===== config.mk =====
export PLATFORM = sky130hd
export DESIGN_NAME = counter_range_up_down_load
export DESIGN_NICKNAME = d
export VERILOG_FILES = /design/src/rtl/counter_range_pkg.sv /design/src/rtl/counter_range_next.sv /design/src/rtl/counter_range_up_down_load.sv
export SDC_FILE = /design/constraint.sdc
export NUM_CORES = 1
export LEC_CHECK = 0
export BUFFER_PORTS_ARGS = -buffer_cell sky130_fd_sc_hd__buf_2
export CAP_MARGIN = 20
export CORE_MARGIN = 2
export CORE_UTILIZATION = 50
export DETAILED_ROUTE_END_ITERATION = 10
export PLACE_DENSITY = 0.75
export SETUP_SLACK_MARGIN = 0.2
export SLEW_MARGIN = 20
export SYNTH_ARGS = -nofsm -noshare
export SYNTH_HDL_FRONTEND = slang
export SYNTH_SLANG_ARGS = --single-unit

===== constraint.sdc =====
create_clock -name clk -period 3.8 [get_ports clk]
set_input_delay 0.38 -clock clk [delete_from_list [all_inputs] [get_ports clk]]
set_output_delay 0.38 -clock clk [all_outputs]
set_load 0.01 [all_outputs]

===== src/rtl/counter_range_pkg.sv =====
// Shared constants for the programmable-range up/down counter.
package counter_range_pkg;

    localparam int   WIDTH_DEFAULT = 8;
    localparam logic DIR_UP        = 1'b1;
    localparam logic DIR_DOWN      = 1'b0;

endpackage


===== src/rtl/counter_range_next.sv =====
// Combinational step rule: next count within [first, last] plus a wrap indication.
module counter_range_next
    import counter_range_pkg::*;
#(
    parameter int WIDTH = WIDTH_DEFAULT
) (
    input  logic [WIDTH-1:0] count,
    input  logic [WIDTH-1:0] first,
    input  logic [WIDTH-1:0] last,
    input  logic             u_d,
    output logic [WIDTH-1:0] next_count,
    output logic             wrap
);

    localparam logic [WIDTH-1:0] ONE = WIDTH'(1);

    // A wrap only counts as one when the range holds more than a single value;
    // landing on a boundary from outside the range is recovery, not a wrap.
    always_comb begin
        next_count = count;
        wrap       = 1'b0;
        if (first > last) begin
            next_count = first;
        end else if (u_d == DIR_UP) begin
            if (count >= last || count < first) begin
                next_count = first;
                wrap       = (count == last) && (first != last);
            end else begin
                next_count = count + ONE;
            end
        end else begin
            if (count <= first || count > last) begin
                next_count = last;
                wrap       = (count == first) && (first != last);
            end else begin
                next_count = count - ONE;
            end
        end
    end

endmodule


===== src/rtl/counter_range_up_down_load.sv =====
// Up/down counter cycling within [first, last] with synchronous load.
// Optional registered wrap pulse when COUNTER_RANGE_WRAP_FLAG_EN is defined.
module counter_range_up_down_load
    import counter_range_pkg::*;
#(
    parameter int WIDTH = WIDTH_DEFAULT
) (
    input  logic             clk,
    input  logic             rst,
    input  logic [WIDTH-1:0] first,
    input  logic [WIDTH-1:0] last,
    input  logic             load,
    input  logic             u_d,
    output logic [WIDTH-1:0] count
`ifdef COUNTER_RANGE_WRAP_FLAG_EN
    ,
    output logic             wrap
`endif
);

    logic [WIDTH-1:0] step_count;

`ifdef COUNTER_RANGE_WRAP_FLAG_EN
    logic step_wrap;
`endif

    counter_range_next #(
        .WIDTH(WIDTH)
    ) u_next (
        .count      (count),
        .first      (first),
        .last       (last),
        .u_d        (u_d),
        .next_count (step_count),
`ifdef COUNTER_RANGE_WRAP_FLAG_EN
        .wrap       (step_wrap)
`else
        .wrap       ()
`endif
    );

    always_ff @(posedge clk) begin
        if (!rst) begin
            count <= first;
        end else if (load) begin
            count <= (u_d == DIR_UP) ? first : last;
        end else begin
            count <= step_count;
        end
    end

`ifdef COUNTER_RANGE_WRAP_FLAG_EN
    always_ff @(posedge clk) begin
        if (!rst || load) begin
            wrap <= 1'b0;
        end else begin
            wrap <= step_wrap;
        end
    end
`endif

endmodule


==> flow_summary.json <==
{
  "cts-htree-levels": 1,
  "cp_data_arrival_time_ns": 2.66,
  "synth_edf_count": 0,
  "seq_power_share_pct": 26.2,
  "fin_setup_tns_ns": 0,
  "antenna_found_initial": 0,
  "largest_register": "count",
  "ys_ff_latch": 8,
  "max-slew-margin-rel_pct": 65.47,
  "first_pass_iters": 8,
  "avgSynthCellArea_sq_um": 8.060,
  "ant_nets": 0,
  "diodes": 0,
  "cts_setup_buffers": 0,
  "worstPathRequired_ns": 3.94,
  "power_uw": 476.9,
  "leakage_uw": 0.0008527,
  "io_pins": 28,
  "peakVddDrop_v": 0.0001546,
  "power.density_nw_per_um2": 284.2,
  "post-dp-hpwl_um": 3377,
  "cp-startpoint": "count[5]",
  "insertion_delay_ns": 0.27,
  "drt_wl_total_um": 4178,
  "drt_iter0_drc": 139,
  "r2r_start": "count[5]",
  "die_w_um": 59.05,
  "rsz0062_at_grt": "no",
  "overflow": 0,
  "die_y_um": 59.05,
  "syn2layout_area_growth_pct": 10.73,
  "drive_gt1_share_pct": 21.23,
  "final_cell_mix": "27 x buf_2, 26 x ha_1, 20 x inv_1",
  "seq_area_sq_um": 160.2,
  "portBuffers": 27,
  "avgRoutedWirePerCell_um": 17.19,
  "clk_path_buf_depth": 2,
  "drv_slew": 0,
  "clk_pin_slew_ns": 0.07,
  "crit_path_end_kind": "flop",
  "cts_tree": "yes",
  "drc": 1,
  "cts_resized": 0,
  "grt_usage_pct": 27.39,
  "via_count": 1547,
  "grt.busiest_layer": "met2",
  "multiInputGateArea_sq_um": 1242,
  "grt_util_met1_pct": 34.80,
  "rows": 19,
  "grt_use_met2_pct": 47.30,
  "switching_share_pct": 46.61,
  "largest_reg_flops": 8,
  "vias_per_cell": 6.366,
  "yosysSeqAreaShare_pct": 10.57,
  "num-fill-cells": 277,
  "core-area_sq_um": 2829,
  "synth_nets": 234,
  "cts_made_buffers": 3,
  "grt_pass1_vias": 1581,
  "nNetsFinal": 260,
  "crit_fanout": 9,
  "skew_ns": 0.006094,
  "finalCritPeriodShare_pct": 66.30,
  "hold_violations": 0,
  "failed_checks": "DRC",
  "synth_area_sq_um": 1515,
  "async_reset_ff_share_pct": 0,
  "grt_max_degree": 12,
  "netlist_instances": 188,
  "tightest_slew_ns": 0.5108,
  "maxCapViolations": 0,
  "clockRootBuffer": "clkbuf_4",
  "biggestRegsByFlops": "count (8)",
  "synth_warnings": 0,
  "ys_types": 54,
  "cp-start-kind": "flop",
  "fmax_mhz": 396.9,
  "r2r_cells": 8,
  "synth_ff_type": "dfxtp_1",
  "start_util_pct": 53.56,
  "final_common_cell": "buf_2",
  "worstHoldPathCells": 3,
  "worstSetupPathType": "reg2reg",
  "clkPwrFrac_pct": 15.6,
  "grt_pass1_wl_um": 7327,
  "grt_util_met3_pct": 5.022,
  "fin_crit_ns": 2.519,
  "status": "finished, violations left",
  "dieArea_sq_um": 3487,
  "finalSetupViolations": 0,
  "hp-class": "in2reg",
  "p_sw_uw": 222.3,
  "gp_congestion": 0.9019,
  "ctsHoldBuffers": 0,
  "cts.sinks": 8,
  "min_from": "last[6]",
  "p_comb_share_pct": 58.1,
  "p_int_uw": 254.6
}
==> layer usage <==
metal	part of all wire [%]	vias to the layer above
met5	0	-
met4	1.4	0
met3	6.9	8
met2	50	67
met1	42	722
li1	-	750
==> worst paths after layout <==
kind / end / slack (ns)
hold / removal: count[6] / 0.39
setup reg to reg: count[3] / 1.28
hold reg to reg: count[6] / 0.75
setup / recovery: count[3] / 1.28
==> critical path: stages (launching register included) <==
cell      delay (ns)
dfxtp_1         0.52
ha_1            0.33
a21o_1          0.17
a21o_1          0.20
a221oi_4        0.41
nor3_2          0.15
and4_4          0.23
a221oi_1        0.28
o21ai_1         0.11
==> area by class of cell <==
class	count	area share (%)
multi-input cells	153	74.05
flip-flops and latches	8	9.545
well taps	31	2.312
clock buffers	3	1.342
inverters	21	4.698
repair buffers	27	8.054
==> Yosys cell counts (2+ instances only) <==
| cell | number | area, sq um |
|---|---|---|
| o21ai_0 | 6 | 30.03 |
| clkbuf_1 | 3 | 11.26 |
| nand4_1 | 2 | 12.51 |
| xnor2_1 | 6 | 52.55 |
| mux2i_1 | 6 | 60.06 |
| a221o_1 | 2 | 20.02 |
| a22o_1 | 5 | 43.79 |
| o21ai_1 | 6 | 30.03 |
| nand3_1 | 12 | 60.06 |
| nor2_1 | 7 | 26.28 |
| a31oi_1 | 3 | 18.77 |
| nand2b_1 | 2 | 12.51 |
| a221oi_1 | 4 | 35.03 |
| nand2_1 | 13 | 48.80 |
| a21oi_1 | 9 | 45.04 |
| ha_1 | 26 | 325.3 |
| inv_1 | 20 | 75.07 |
| nor4_1 | 2 | 12.51 |
| xor2_1 | 6 | 52.55 |
| a21o_1 | 4 | 30.03 |
| dfxtp_1 | 8 | 160.2 |
| and3_1 | 3 | 18.77 |
| o21a_1 | 2 | 15.01 |
==> through the flow <==
step / area [sq um] / std cells / hold WS [ns] / utilization [%] / worst slack (ns)
3_5_place_dp: 1655 / 240 / 0.6622 / 58.51 / 1.256
5_1_grt: 1678 / 243 / 0.3911 / 59.31 / 1.116
6_report: 1678 / 243 / 0.3856 / 59.31 / 1.281
3_3_place_gp: 1655 / 240 / 0.6531 / 58.51 / 1.328
2_1_floorplan: 1515 / 188 / 0.4999 / - / 1.505
4_1_cts: 1678 / 243 / 0.3804 / 59.31 / 1.302
==> power groups by stage <==
stage	combinational [uW]	clock (uW)	sequential [uW]
after global placement	262	0	126
after global routing	312	81.0	128
final	277	74.6	125
after floorplan	210	0	118
after detailed placement	274	0	127
after CTS	276	74.6	125
==> logic make-up after synthesis <==
| family | after synthesis | share of synthesized area [%] |
|---|---|---|
| AND/OR/NAND/NOR | 51 | 18.83 |
| AO/OA/AOI/OAI | 58 | 30.80 |
| buffers and inverters | 27 | 7.431 |
| XOR/XNOR | 12 | 6.936 |
| multiplexers | 6 | 3.964 |
| adder cells (fa/ha/maj) | 26 | 21.47 |
| flip-flops | 8 | 10.57 |
No activity file was read; power rests on OpenSTA's default activity.
